File: src/rtl/rbm_vote_argmax_pkg.sv
// Shared types and default sizes for the RBM vote/argmax stage.
package rbm_vote_argmax_pkg;

    localparam int unsigned RBM_VA_OUT_DIM          = 2;
    localparam int unsigned RBM_VA_OUTPUT_BITLENGTH = 12;
    localparam int unsigned RBM_VA_ACC_BITLENGTH    = 20;
    localparam int unsigned RBM_VA_IDX_BITLENGTH    = 1;

    typedef enum logic [1:0] {
        ACCUM = 2'd0,
        SCAN  = 2'd1,
        HOLD  = 2'd2
    } rbm_va_state_t;

endpackage

File: src/rtl/rbm_vote_argmax_if.sv
// Sample input and label output bundle between Main, the vote stage and the result sink.
interface rbm_vote_argmax_if
    import rbm_vote_argmax_pkg::*;
#(
    parameter int unsigned out_dim          = RBM_VA_OUT_DIM,
    parameter int unsigned output_bitlength = RBM_VA_OUTPUT_BITLENGTH,
    parameter int unsigned acc_bitlength    = RBM_VA_ACC_BITLENGTH,
    parameter int unsigned idx_bitlength    = RBM_VA_IDX_BITLENGTH
);
    logic [out_dim*output_bitlength-1:0] sample;
    logic                                sample_valid;
    logic                                finish;
    logic [idx_bitlength-1:0]            label;
    logic [acc_bitlength-1:0]            best_score;
    logic                                label_valid;
    logic                                label_ready;
    logic                                busy;
    logic                                overrun;

    modport master (
        output sample, sample_valid, finish, label_ready,
        input  label, best_score, label_valid, busy, overrun
    );

    modport slave (
        input  sample, sample_valid, finish, label_ready,
        output label, best_score, label_valid, busy, overrun
    );
endinterface

File: src/rtl/rbm_sat_accumulator.sv
// Per-class saturating accumulator: adds an unsigned sample, clamps at all-ones.
module rbm_sat_accumulator #(
    parameter int unsigned acc_bitlength    = 20,
    parameter int unsigned output_bitlength = 12
) (
    input  logic                        clock,
    input  logic                        reset,
    input  logic                        clr,
    input  logic                        en,
    input  logic [output_bitlength-1:0] din,
    output logic [acc_bitlength-1:0]    q
);
    logic [acc_bitlength:0] sum;

    // One extra bit holds the carry that signals overflow.
    always_comb begin
        sum = {1'b0, q} + (acc_bitlength+1)'(din);
    end

    // Clear wins over accumulate; overflow clamps instead of wrapping.
    always_ff @(posedge clock or negedge reset) begin
        if (!reset) begin
            q <= '0;
        end else if (clr) begin
            q <= '0;
        end else if (en) begin
            q <= sum[acc_bitlength] ? '1 : sum[acc_bitlength-1:0];
        end
    end
endmodule

File: src/rtl/rbm_vote_argmax.sv
// Accumulates per-class votes, then runs a sequential argmax and hands the winner to the sink.
module rbm_vote_argmax
    import rbm_vote_argmax_pkg::*;
#(
    parameter int unsigned out_dim          = RBM_VA_OUT_DIM,
    parameter int unsigned output_bitlength = RBM_VA_OUTPUT_BITLENGTH,
    parameter int unsigned acc_bitlength    = RBM_VA_ACC_BITLENGTH,
    parameter int unsigned idx_bitlength    = RBM_VA_IDX_BITLENGTH
) (
    input  logic               clock,
    input  logic               reset,
    rbm_vote_argmax_if.slave   bus
);
    rbm_va_state_t            state;
    logic [acc_bitlength-1:0] acc [out_dim];
    logic [idx_bitlength-1:0] scan_idx;
    logic [idx_bitlength-1:0] best_idx;
    logic [acc_bitlength-1:0] best;
    logic [idx_bitlength-1:0] label_q;
    logic [acc_bitlength-1:0] best_score_q;
    logic                     label_valid_q;
    logic                     busy_q;
    logic                     overrun_q;

    logic                     acc_en;
    logic                     acc_clr;
    logic [acc_bitlength-1:0] cur;
    logic                     take;
    logic [acc_bitlength-1:0] next_best;
    logic [idx_bitlength-1:0] next_idx;
    logic                     last;

    assign acc_en  = bus.sample_valid && (state == ACCUM);
    assign acc_clr = (state == HOLD) && bus.label_ready;

    for (genvar i = 0; i < out_dim; i++) begin : g_acc
        rbm_sat_accumulator #(
            .acc_bitlength    (acc_bitlength),
            .output_bitlength (output_bitlength)
        ) u_acc (
            .clock (clock),
            .reset (reset),
            .clr   (acc_clr),
            .en    (acc_en),
            .din   (bus.sample[i*output_bitlength +: output_bitlength]),
            .q     (acc[i])
        );
    end

    // Compare step for the class under the scan pointer; strict > keeps the lowest index on ties.
    always_comb begin
        cur       = acc[scan_idx];
        take      = (scan_idx == '0) || (cur > best);
        next_best = take ? cur : best;
        next_idx  = take ? scan_idx : best_idx;
        last      = (scan_idx == idx_bitlength'(out_dim - 1));
    end

    // Control FSM with registered handshake outputs; the final compare result is
    // registered straight into label/best_score so HOLD is entered after out_dim scan cycles.
    always_ff @(posedge clock or negedge reset) begin
        if (!reset) begin
            state         <= ACCUM;
            scan_idx      <= '0;
            best_idx      <= '0;
            best          <= '0;
            label_q       <= '0;
            best_score_q  <= '0;
            label_valid_q <= 1'b0;
            busy_q        <= 1'b0;
            overrun_q     <= 1'b0;
        end else begin
            if (bus.sample_valid && (state != ACCUM)) begin
                overrun_q <= 1'b1;
            end
            case (state)
                ACCUM: begin
                    if (bus.finish) begin
                        state    <= SCAN;
                        scan_idx <= '0;
                        busy_q   <= 1'b1;
                    end
                end
                SCAN: begin
                    best     <= next_best;
                    best_idx <= next_idx;
                    if (last) begin
                        label_q       <= next_idx;
                        best_score_q  <= next_best;
                        label_valid_q <= 1'b1;
                        state         <= HOLD;
                    end else begin
                        scan_idx <= scan_idx + 1'b1;
                    end
                end
                HOLD: begin
                    if (bus.label_ready) begin
                        label_valid_q <= 1'b0;
                        busy_q        <= 1'b0;
                        state         <= ACCUM;
                    end
                end
                default: begin
                    state  <= ACCUM;
                    busy_q <= 1'b0;
                end
            endcase
        end
    end

    assign bus.label       = label_q;
    assign bus.best_score  = best_score_q;
    assign bus.label_valid = label_valid_q;
    assign bus.busy        = busy_q;
    assign bus.overrun     = overrun_q;
endmodule

File: src/flat_wrapper.sv
// flat-port wrapper written by rule: the top's interface ports become plain ports
module rbm_vote_argmax_flat import rbm_vote_argmax_pkg::*;
#(
    parameter int unsigned out_dim          = RBM_VA_OUT_DIM,
    parameter int unsigned output_bitlength = RBM_VA_OUTPUT_BITLENGTH,
    parameter int unsigned acc_bitlength    = RBM_VA_ACC_BITLENGTH,
    parameter int unsigned idx_bitlength    = RBM_VA_IDX_BITLENGTH
)
  (clock, reset, bus_sample, bus_sample_valid, bus_finish, bus_label_ready, bus_label, bus_best_score, bus_label_valid, bus_busy, bus_overrun);
  rbm_vote_argmax_if #(.out_dim(out_dim), .output_bitlength(output_bitlength), .acc_bitlength(acc_bitlength), .idx_bitlength(idx_bitlength)) bus_i ();
  input  logic clock;
  input  logic reset;
  input wire logic [$bits(bus_i.sample)-1:0] bus_sample;
  input wire logic [$bits(bus_i.sample_valid)-1:0] bus_sample_valid;
  input wire logic [$bits(bus_i.finish)-1:0] bus_finish;
  input wire logic [$bits(bus_i.label_ready)-1:0] bus_label_ready;
  output wire logic [$bits(bus_i.label)-1:0] bus_label;
  output wire logic [$bits(bus_i.best_score)-1:0] bus_best_score;
  output wire logic [$bits(bus_i.label_valid)-1:0] bus_label_valid;
  output wire logic [$bits(bus_i.busy)-1:0] bus_busy;
  output wire logic [$bits(bus_i.overrun)-1:0] bus_overrun;
  assign bus_i.sample = bus_sample;
  assign bus_i.sample_valid = bus_sample_valid;
  assign bus_i.finish = bus_finish;
  assign bus_i.label_ready = bus_label_ready;
  assign bus_label = bus_i.label;
  assign bus_best_score = bus_i.best_score;
  assign bus_label_valid = bus_i.label_valid;
  assign bus_busy = bus_i.busy;
  assign bus_overrun = bus_i.overrun;
  rbm_vote_argmax #(.out_dim(out_dim), .output_bitlength(output_bitlength), .acc_bitlength(acc_bitlength), .idx_bitlength(idx_bitlength)) u_core (.clock(clock), .reset(reset), .bus(bus_i));
endmodule
File: config.mk
export PLATFORM = sky130hd
export DESIGN_NAME = rbm_vote_argmax_flat
export DESIGN_NICKNAME = d
export VERILOG_FILES = /design/src/rtl/rbm_vote_argmax_pkg.sv /design/src/rtl/rbm_vote_argmax_if.sv /design/src/rtl/rbm_sat_accumulator.sv /design/src/rtl/rbm_vote_argmax.sv /design/src/flat_wrapper.sv
export SDC_FILE = /design/constraint.sdc
export NUM_CORES = 1
export LEC_CHECK = 0
export BUFFER_PORTS_ARGS = -buffer_cell sky130_fd_sc_hd__buf_2
export CORE_MARGIN = 8
export CORE_UTILIZATION = 53
export DETAILED_ROUTE_END_ITERATION = 8
export PLACE_DENSITY = 0.68
export SETUP_SLACK_MARGIN = 0.2
export SYNTH_ARGS = -nofsm -noshare
export SYNTH_HDL_FRONTEND = slang
export SYNTH_SLANG_ARGS = --single-unit
File: constraint.sdc
create_clock -name clock -period 4.04 [get_ports clock]
set_input_delay 0.404 -clock clock [delete_from_list [all_inputs] [get_ports clock]]
set_output_delay 0.404 -clock clock [all_outputs]
set_load 0.02 [all_outputs]
# After elaboration in Yosys (flattened, before gate mapping)

Index checks and enable logic that the tools add are counted.

Bits in registers: 88
Input bits: 29
Output and inout bits: 24
Word-level logic and storage cells: 61

$add $sub $neg: 3
Order comparisons: 2
Equal/unequal tests: 5
Muxes and demuxes: 23
Bitwise operators: 3
Reduce and logical (&&, ||, !) cells: 14

Operators by type and width:

| kind                                                                  | count |
|---|---|
| 20-bit 2-to-1 mux                                                     | 10 |
| 20-bit by 12-bit adder with 21-bit output                             | 2 |
| 20-bit greater-than comparator                                        | 1 |
| 3-bit AND reduction                                                   | 3 |
| 2-bit nonzero test                                                    | 4 |
| 1-bit 2-to-1 mux                                                      | 6 |
| 2-bit 2-to-1 mux                                                      | 3 |
| 2-bit one-hot mux with 3 select lines                                 | 1 |
| 2-bit != test, second input constant                                  | 2 |
| 1-bit one-hot mux with 2 select lines                                 | 2 |
| 2-bit AND reduction                                                   | 2 |
| 1-bit logical AND                                                     | 3 |
| 1-bit one-hot mux with 3 select lines                                 | 1 |
| 2-bit by 1-bit equality test with 1-bit output, second input constant | 1 |
| 2-bit equality test, second input constant                            | 1 |
| 2-bit greater-or-equal comparator, second input constant              | 1 |
| 2-bit zero test                                                       | 1 |
| 2-bit by 1-bit != test with 1-bit output, second input constant       | 1 |
| 1-bit NOT                                                             | 2 |
| 1-bit NOT with 2-bit output                                           | 1 |
| 1-bit adder, second input constant                                    | 1 |
| 1-bit logical OR                                                      | 1 |

# Logic depth before layout (Yosys ltp)

Gate-level depths: netlist of run 1.

Word-level depth: 7
Gate-level depth with buffers: 12

# By module

A second synthesis of run 1 with hierarchy kept.

Cells, all modules: 798
Area total of the unflattened synthesis: 6757.7 µm²

Modules (own cells, without submodules):

| module                                      | instances | cells an instance | area an instance (µm²) | sequential area each (µm²) |
|---|---|---|---|---|
| rbm_vote_argmax                             | 1         | 476               | 3743.6                 | 1201.2 |
| rbm_sat_accumulator (u_core.g_acc[1].u_acc) | 1         | 160               | 1512.7                 | 500.5 |
| rbm_sat_accumulator (u_core.g_acc[0].u_acc) | 1         | 162               | 1501.4                 | 500.5 |

# Worst setup path after synthesis of run 1

OpenSTA, ideal clock, no wires.

Kind: register to register
From: reg u_core.scan_idx (netlist: u_core.last)
To: reg u_core.best[10]
Data arrival time: 2.913 ns
Data required time: 3.915 ns
Path slack: 1.003 ns
Stages on the path, launching flop included: 12
Buffers on the path: 3
Period minus slack after synthesis: 3.037 ns
Cell sequence: dfrtp_1 -> buf_2 -> buf_1 -> mux2_2 -> ha_1 -> and4_1 -> and4_1 -> a21bo_2 -> o2111ai_2 -> a21oi_1 -> buf_4 -> mux2_2

Word-level cells in the longest chain between the ends: 7
Elaborated cells on any way between the ends: 8
Classes of those cells: order compare: 1; mux: 4; bitwise: 2; reduce/logical: 1

Ends and longest elaborated chain:

| what                                                  | RTL line              | RTL |
|---|---|---|
| from (decl)                                           | rbm_vote_argmax.sv:16 | `logic [idx_bitlength-1:0] scan_idx;` |
| from (signal assigned)                                | rbm_vote_argmax.sv:93 | `scan_idx <= scan_idx + 1'b1;` |
| 1-bit NOT with 2-bit output (not written as such)     | rbm_vote_argmax.sv:52 | `cur = acc[scan_idx];` |
| 20-bit 2-to-1 mux (not written as such) (3 in series) | rbm_vote_argmax.sv:52 |  |
| 20-bit greater-than comparator                        | rbm_vote_argmax.sv:53 | `take = (scan_idx == '0) \|\| (cur > best);` |
| 1-bit logical OR                                      | rbm_vote_argmax.sv:53 |  |
| 20-bit 2-to-1 mux (*)                                 | rbm_vote_argmax.sv:54 | `next_best = take ? cur : best;` |
| to (signal assigned)                                  | rbm_vote_argmax.sv:85 | `best <= next_best;` |
| to (decl)                                             | rbm_vote_argmax.sv:18 | `logic [acc_bitlength-1:0] best;` |

Every way passes the cells marked *; elsewhere a longest branch is shown, timed or not. The select of a mux whose other input is x is not followed.
A chain may end at the register's enable or synchronous reset.

# Worst setup path after layout of run 1

From: reg u_core.scan_idx (netlist: u_core.last)
To: reg u_core.best[17]

The elaborated chain is that of the path after synthesis.

==> out/results.txt, run 1 <==
fin nets -> 763
number of DRC markers in iteration 0 -> 413
setup TNS -> 0 ns
Rows -> 38
Hold WC Path Type -> in -> async
WP data required -> 4.30 ns
filler instances -> 958
vias in the first global route -> 4,999
diode count -> 0
Die X-Extent -> 121.0 um
layout cell share with drive strength beyond 1 -> 18.99%
Final Skew -> 0.009107 ns
DRC Markers -> 0
Final Hold Vio Count -> 0
Post-CTS Resized -> 0
Via density -> 6.131
DRT Wirelength -> 15,170 um
post-placement cell count -> 817
Yosys reg bits -> 88
final hold slack -> 0.08580 ns
Die Ht -> 121.0 um
# setup viols final -> 0
total setup buffers inserted after CTS -> 0
Final Cell Area -> 6407 um2
Syn Nets -> 719
minimum clock period -> 3.131 ns
TritonCTS Sinks -> 88
area grow syn2layout -> 9.611%
CP arrival -> 3.39 ns
Vias -> 5,089
status -> completed
Netlist cell types -> 63
maximum clock insertion buffer count -> 2
clk_lat worst skew -> 0.38 ns
Ports -> 53
YS warnings -> 0
Crit. End Element -> register
Core ar. -> 10,790 um2
RSZ-0062 raised after global routing -> no
Die Footprint -> 14,650 um2
antenna violations before repair -> 0
Remaining Overflow, GRT -> 0
synthesized area -> 5846 um2
power density over the cells -> 877.4 nW/um2
total chip power -> 0.005622 W
number of flops mapped to enable cells by yosys -> 0
TritonCTS clock tree -> yes
critical-path maximum fanout -> 26
Synth Area per Inst -> 9.077 um2
Tot GR Track Use -> 21.45%
final period utilization -> 77.49%
Hold Buf Count CTS -> 0
Tightest Pin Transition -> 0.7381 ns
wire per inst -> 18.28 um
max_cap viols -> 0
Syn Inst Count -> 644
non-filler cells, final -> 830
largest net degree at the start of global routing -> 59
initial core utilization -> 54.16%
VDD IR max -> 0.4096 mV
buffers added on ports -> 52
asr flop ratio synth -> 100.0%
sequential fraction of the synthesis area -> 37.67%
Post-DP Area -> 6247 um2
global placer's final weighted congestion -> 0.8891
Pleak -> 2.989 nW
Synth Flop Type -> dfrtp_1
Slew headroom -> 50.79%
first-pass GRT wire length -> 25,160 um
Slew Viols, Final -> 0
fmax -> 319.4 MHz
Final ANT Viol Nets -> 0
crit path kind -> reg -> reg
Clock Pin Slew Worst Setup and Hold Paths -> 0.08 ns
Post-DP HPWL -> 10,930 um
clock root cell -> clkbuf_8
nature of the critical path startpoint -> register
CTS Buf Count -> 9
TritonRoute pass-1 iters -> 5
H-tree Lvls -> 3
-- layer usage --
metal	vias to the layer above	part of all wire [%]	global-route usage (%)
met1	2422	44	27.17
met4	0	4.0	10.38
met3	42	6.2	5.212
met2	165	46	33.68
li1	2460	-	-
met5	-	0	0
-- worst max-delay path, stage by stage (launching register included) --
cell and delay (ns):
dfrtp_1 0.33, buf_4 0.31, mux2_2 0.40, ha_1 0.31, and4_1 0.25, and4_1 0.24
and4_1 0.24, nor2_1 0.06, a21oi_1 0.19, buf_4 0.28, mux2_2 0.38
-- kinds of logic after synthesis --
kind of cell | count (synthesis) | synth area share (%)
compound gates | 193 | 21.64
xor+xnor | 16 | 2.397
fa+ha+maj | 46 | 10.10
buf+inv | 60 | 4.131
flops | 88 | 37.67
mux | 42 | 8.005
simple gates | 199 | 16.05
-- path summary, 6_finish.rpt --
path	from	endpoint	slack [ns]	depth (start not counted)
setup / recovery	u_core.last$_DFFE_PN0P_	u_core.best[17]$_DFFE_PN0P_	0.91	10
setup reg to reg	u_core.last$_DFFE_PN0P_	u_core.best[17]$_DFFE_PN0P_	0.91	10
hold reg to reg	u_core.bus.overrun$_DFFE_PN0P_	u_core.bus.overrun$_DFFE_PN0P_	0.47	1
min in group clock	bus_label_ready	u_core.state[1]$_DFFE_PN0P_	0.24	2
hold / removal	reset	u_core.g_acc[0].u_acc.q[3]$_DFFE_PN0P_	0.09	1
max in group asynchronous	reset	u_core.best[19]$_DFFE_PN0P_	3.05	2
-- registers in the layout (all words and copies together) (netlist names) --
signal,cells
u_core.best,20
u_core.best_idx,1
u_core.bus.best_score,20
u_core.bus.busy,1
u_core.bus.label,1
u_core.bus.label_valid,1
u_core.bus.overrun,1
u_core.g_acc.u_acc.q,40
u_core.last,1
u_core.state,2
-- where the power goes --
| part | internal (W) | switching (W) | leakage, nW |
|---|---|---|---|
| Combinational | 0.00146 | 0.00209 | 1.77 |
| Clock | 0.000247 | 0.000308 | 0.0842 |
| Sequential | 0.00121 | 0.000310 | 1.13 |
-- cell type report --
type                       count  area, um2  area share, %
clock inverter                 1      5.005        0.07811
multi-input combinational    496       3405          53.13
tap                          140      175.2          2.734
inverter                      28      105.1          1.640
clock buffer                  12      155.1          2.421
timing repair buffer          65      360.3          5.624
sequential                    88       2202          34.37
-- cell usage in the layout, fill, tap and decap left out, types with 11 or more instances in the layout --
master	Yosys	final
o31ai_1	23	23
nand2_1	87	87
buf_2	6	51
xnor2_1	11	11
ha_1	44	44
dfrtp_1	88	88
buf_4	2	14
nand3_1	15	15
mux2_2	35	35
o21ai_0	34	34
nor3_1	30	30
clkbuf_8	0	11
inv_1	28	28
a21oi_1	61	61
nor2_1	24	23
-- stage by stage --
step / worst slack (ns) / util, %
detailed placement: 0.9546 / 57.88
CTS: 0.9312 / 59.37
floorplan: 1.003 / -
finish: 0.9092 / 59.37
global route: 0.6969 / 59.37
global placement: 1.066 / 57.88
-- cells in the mapped netlist (5+ instances only) --
cell type  number  area (um2)
a211oi_1       10       75.07
a21o_1          8       60.06
a21oi_1        61       305.3
a22oi_1         8       60.06
and2_1          7       43.79
and3_1          5       31.28
and4_1          8       70.07
buf_2           6       30.03
clkbuf_1       19       71.32
dfrtp_1        88        2202
ha_1           44       550.5
inv_1          28       105.1
mux2_2         35       394.1
nand2_1        87       326.6
nand3_1        15       75.07
nand4_1         9       56.30
nor2_1         24       90.09
nor3_1         30       150.1
o211ai_1        6       45.04
o21ai_0        34       170.2
o31ai_1        23       172.7
xnor2_1        11       96.34
xor2_1          5       43.79
Note: power is estimated with default switching activity, not from simulation.
==> inputs of run 2 (changes only) <==
==> constraint.sdc (replaced) <==
create_clock -name clock -period 2.9 [get_ports clock]
set_input_delay 0.29 -clock clock [delete_from_list [all_inputs] [get_ports clock]]
set_output_delay 0.29 -clock clock [all_outputs]
set_load 0.02 [all_outputs]
==> out/results.txt, run 2 (synthesis gave the netlist of run 1 again) <==
Reg2Reg Launch Point -> u_core.last$_DFFE_PN0P_
Setup WS post-layout -> -0.007848 ns
RSZ-0062 raised after global routing -> yes
DRC Markers -> 0
most frequent cell on the critical path -> and4_1
crit-path cells -> buf_12, mux2_2, ha_1, and4_1, and4_1, and4_1, nor2_1, a21oi_4, clkbuf_16, mux2_4
Final Skew -> 0.01364 ns
initial core utilization -> 54.16%
Die X-Extent -> 121.0 um
CP peak stage delay -> 0.42 ns
area of the multi-input gates -> 3598 um2
Die Footprint -> 14,650 um2
area grow syn2layout -> 16.12%
fmax -> 343.9 MHz
final period utilization -> 100.3%
commonest non-fill, non-tap cells in the layout -> 88 x dfrtp_1, 87 x nand2_1, 59 x a21oi_1
Slew Viols, Final -> 0
most common cell after layout, fill and taps aside -> dfrtp_1
Worst path slowest cell -> dfrtp_1
diode count -> 0
CP arrival -> 3.18 ns
number of DRC markers in iteration 0 -> 470
status -> finished with violations
Cells on Worst Hold Path -> 2
Via density -> 6.001
Final Cell Area -> 6788 um2
Tightest Pin Transition -> 0.6095 ns
antenna violations before repair -> 0
Hold WC Path Type -> in -> reg
clk_lat worst skew -> 0.38 ns
Remaining Overflow, GRT -> 0
first-pass GRT wire length -> 24,360 um
DRT Wirelength -> 14,540 um
Slew headroom -> 59.36%
CTS Buf Count -> 9
Post-DP HPWL -> 10,500 um
Clock Pin Slew Worst Setup and Hold Paths -> 0.09 ns
worst path bufs/invs -> 2
total chip power -> 0.008532 W
Vias -> 5,047
Tot GR Track Use -> 20.48%
filler instances -> 909
minimum clock period -> 2.908 ns
TritonRoute pass-1 iters -> 5
Worst R2R End -> u_core.best[12]$_DFFE_PN0P_
critical-path maximum fanout -> 18
maximum clock insertion buffer count -> 2
crit path kind -> reg -> reg
min-delay src -> bus_label_ready
fin nets -> 771
WHS Endpoint -> u_core.state[1]$_DFFE_PN0P_
H-tree Lvls -> 3
wire per inst -> 17.29 um
Die Ht -> 121.0 um
layout cell share with drive strength beyond 1 -> 22.11%
Post-DP Area -> 6502 um2
failing checks -> negative setup slack
max FFs per register -> 40
max_cap viols -> 0
# setup viols final -> 12
buffers added on ports -> 52
VDD IR max -> 0.7604 mV
WP data required -> 3.17 ns
Rows -> 38
r2r setup slk -> -0.008 ns
Biggest register -> u_core.g_acc.u_acc.q
Top delay family on crit path -> simple AND/OR/NAND/NOR gates
Core ar. -> 10,790 um2
Final ANT Viol Nets -> 0
Ports -> 53
Final Hold Vio Count -> 0
vias in the first global route -> 4,951
TritonCTS clock tree -> yes
Sequential Area -> 2202 um2
TritonCTS Sinks -> 88
clock root cell -> clkbuf_8
nature of the critical path startpoint -> register
Crit. End Element -> register
global placer's final weighted congestion -> 0.9000
largest net degree at the start of global routing -> 50
power density over the cells -> 1257 nW/um2
Register-to-Register Path Depth -> 10
Pleak -> 3.160 nW
==> run 2: how the worst max path moves through the flow <==
stage	end	slack, ns	cells past startpoint	startpoint
after global placement	u_core.bus.best_score[15]$_DFFE_PN0P_	-0.05	9	u_core.last$_DFFE_PN0P_
after floorplan	u_core.best[10]$_DFFE_PN0P_	0.20	10	u_core.last$_DFFE_PN0P_
final	u_core.best[12]$_DFFE_PN0P_	-0.008	10	u_core.last$_DFFE_PN0P_
after global routing	u_core.best[15]$_DFFE_PN0P_	-0.08	11	u_core.last$_DFFE_PN0P_
after CTS	u_core.best[4]$_DFFE_PN0P_	0.01	10	u_core.last$_DFFE_PN0P_
after detailed placement	u_core.bus.best_score[3]$_DFFE_PN0P_	-0.16	9	u_core.last$_DFFE_PN0P_
==> run 2: layer usage <==
metal	GRT usage (%)	part of all wire, %	up-vias
met5	0	0	-
met4	8.743	1.9	0
met3	3.071	4.2	26
met2	31.95	45	125
met1	27.70	49	2421
li1	-	-	2475
==> run 2: final cells by class <==
class | count | share of cell area (%)
well taps | 140 | 2.581
clock inverters | 5 | 1.198
multi-input cells | 496 | 53.01
inverters | 28 | 1.548
flip-flops and latches | 88 | 32.44
clock buffers | 11 | 1.935
repair buffers | 73 | 7.281
==> run 2: power by group <==
part	internal, W	total [W]	leakage (nW)	switching [W]
sequential	0.00169	0.00208	1.13	0.000393
combinational	0.00242	0.00550	1.93	0.00308
clock	0.000486	0.000951	0.104	0.000464
==> run 2: worst register-to-register path: stages, from the launching register on <==
cell and delay [ns]:
dfrtp_1 0.42, buf_12 0.18, mux2_2 0.39, ha_1 0.30
and4_1 0.22, and4_1 0.25, and4_1 0.24, nor2_1 0.09
a21oi_4 0.21, clkbuf_16 0.22, mux2_4 0.30
==> run 2: stage by stage <==
step                      util (%)  hold slack, ns  cells  setup slack, ns  setup TNS, ns
after floorplan                  -       -0.005591    644           0.1962              0
after global placement       60.25          0.2991    822         -0.05195        -0.9331
after detailed placement     60.25          0.3105    822          -0.1619         -2.538
after CTS                    62.44          0.1096    840          0.01201              0
after global routing         62.89          0.1350    841         -0.08428         -1.595
final                        62.89          0.1338    841        -0.007848       -0.04728
==> run 2: timing repair <==
| item | 4_1_cts | 5_1_grt |
|---|---|---|
| hold buffers | 1 | 0 |
| endpoints found under the setup margin | 44 | 55 |
| endpoints found under the hold margin | 39 | 0 |
| cloned | 0 | 1 |
| setup buffers | 1 | 0 |
| resized for setup | 3 | 7 |
| pin swaps | 0 | 1 |
==> inputs of run 3 (changes only) <==
==> constraint.sdc (replaced) <==
create_clock -name clock -period 3 [get_ports clock]
set_input_delay 0.3 -clock clock [delete_from_list [all_inputs] [get_ports clock]]
set_output_delay 0.3 -clock clock [all_outputs]
set_load 0.02 [all_outputs]
==> out/results.txt, run 3 (synthesis gave the netlist of run 1 again) <==
RSZ-0062 raised after global routing -> yes
fmax -> 327.1 MHz
WHS Endpoint -> u_core.state[1]$_DFFE_PN0P_
clk_lat worst skew -> 0.38 ns
number of DRC markers in iteration 0 -> 493
Cells on Worst Hold Path -> 2
Hold WC Path Type -> in -> reg
largest net degree at the start of global routing -> 51
layout cell share with drive strength beyond 1 -> 25.21%
TritonCTS clock tree -> yes
Tot GR Track Use -> 21.48%
first-pass GRT wire length -> 25,380 um
Crit. End Element -> register
Final ANT Viol Nets -> 0
minimum clock period -> 3.057 ns
Internal -> 0.005069 W
Worst path slowest cell -> dfrtp_2
Reg2Reg Launch Point -> u_core.last$_DFFE_PN0P_
Final Cell Area -> 7042 um2
Die X-Extent -> 121.0 um
Top delay family on crit path -> simple AND/OR/NAND/NOR gates
r2r setup slk -> -0.06 ns
sw power -> 0.004307 W
Core Util, Final -> 65.24%
most common cell after layout, fill and taps aside -> dfrtp_1
Final Skew -> 0.01344 ns
Clock power frac -> 10.0%
commonest non-fill, non-tap cells in the layout -> 87 x dfrtp_1, 86 x nand2_1, 55 x a21oi_1
Die Footprint -> 14,650 um2
max_cap viols -> 0
TritonRoute pass-1 iters -> 7
max FFs per register -> 40
power density over the cells -> 1331 nW/um2
Remaining Overflow, GRT -> 0
buffers added on ports -> 52
CP startpoint -> u_core.last$_DFFE_PN0P_
TritonCTS Sinks -> 88
Setup WS post-layout -> -0.05726 ns
Vias -> 5,353
switch share -> 45.94%
vias in the first global route -> 5,123
final period utilization -> 101.9%
Register-to-Register Path Depth -> 11
initial core utilization -> 54.16%
crit path kind -> reg -> reg
Rows -> 38
maximum clock insertion buffer count -> 2
Post-DP Area -> 6306 um2
clock root cell -> clkbuf_8
Tightest Pin Transition -> 0.8427 ns
# setup viols final -> 20
DRT Wirelength -> 16,980 um
filler instances -> 875
crit-path cells -> buf_12, clkbuf_16, mux2_4, ha_4, and4_4, and4_4, and4_4, nor2_4, a21oi_4, buf_6, mux2_1
WP data required -> 3.26 ns
Core ar. -> 10,790 um2
worst path bufs/invs -> 3
Gate power share -> 67.9%
CP arrival -> 3.32 ns
CP peak stage delay -> 0.49 ns
most frequent cell on the critical path -> and4_4
wire per inst -> 19.98 um
nature of the critical path startpoint -> register
status -> finished with violations
Worst R2R End -> u_core.best[9]$_DFFE_PN0P_
Clock Pin Slew Worst Setup and Hold Paths -> 0.09 ns
global placer's final weighted congestion -> 0.9104
H-tree Lvls -> 3
CTS Buf Count -> 9
critical-path maximum fanout -> 5
failing checks -> negative setup slack
Reg power frac -> 22.0%
Slew headroom -> 43.76%
diode count -> 0
Via density -> 6.298
DRC Markers -> 0
Slew Viols, Final -> 0
Post-DP HPWL -> 11,030 um
min-delay src -> bus_label_ready
area grow syn2layout -> 20.46%
Final Hold Vio Count -> 0
fin nets -> 781
antenna violations before repair -> 0
Pleak -> 3.290 nW
Die Ht -> 121.0 um
Ports -> 53
VDD IR max -> 0.8292 mV
total chip power -> 0.009376 W
Biggest register -> u_core.g_acc.u_acc.q
## run 3: routing by layer
metal  track usage (%)  part of all wire, %
met5                 0                    0
met4             8.977                  3.1
met3             5.631                  6.2
met2             34.82                   47
met1             26.55                   44
## run 3: cell type report
class                   instances  area, um2  area share (%)
well taps                     140      175.2           2.488
flip-flops and latches         88       2203           31.29
clock inverters                 3      65.06          0.9240
multi-input cells             496       3684           52.31
inverters                      28      105.1           1.493
repair buffers                 83      654.4           9.293
clock buffers                  12      155.1           2.203
## run 3: through the flow
| step | TNS (ns) | instances | hold WS [ns] | setup WS (ns) |
|---|---|---|---|---|
| CTS | 0 | 837 | 0.1025 | 0.05589 |
| detailed placement | -0.8729 | 821 | 0.3773 | -0.08151 |
| finish | -0.8087 | 850 | 0.1222 | -0.05726 |
| global placement | -0.03064 | 821 | 0.3755 | -0.007355 |
| global route | -1.210 | 850 | 0.1114 | -0.08397 |
| floorplan | 0 | 644 | 0.004409 | 0.2199 |
## run 3: how the worst max path moves through the flow
stage | end | depth (start not counted)
5_1_grt | u_core.best[9]$_DFFE_PN0P_ | 11
2_1_floorplan | u_core.best[10]$_DFFE_PN0P_ | 11
3_3_place_gp | u_core.bus.best_score[4]$_DFFE_PN0P_ | 9
4_1_cts | u_core.bus.best_score[4]$_DFFE_PN0P_ | 10
6_report | u_core.best[9]$_DFFE_PN0P_ | 11
3_5_place_dp | u_core.bus.best_score[12]$_DFFE_PN0P_ | 9
## run 3: power groups by stage
stage / clock [W] / combinational (W) / sequential (W)
floorplan: 0 / 0.00358 / 0.00204
global placement: 0 / 0.00466 / 0.00204
detailed placement: 0 / 0.00479 / 0.00205
CTS: 0.000956 / 0.00483 / 0.00203
global route: 0.000994 / 0.00686 / 0.00210
finish: 0.000940 / 0.00637 / 0.00207
## run 3: timing repair
item,4_1_cts,5_1_grt
cloned,0,8
setup buffers,0,5
hold buffers,1,0
pin swaps,2,23
endpoints found under the setup margin,52,62
resized for setup,4,62
endpoints found under the hold margin,48,0
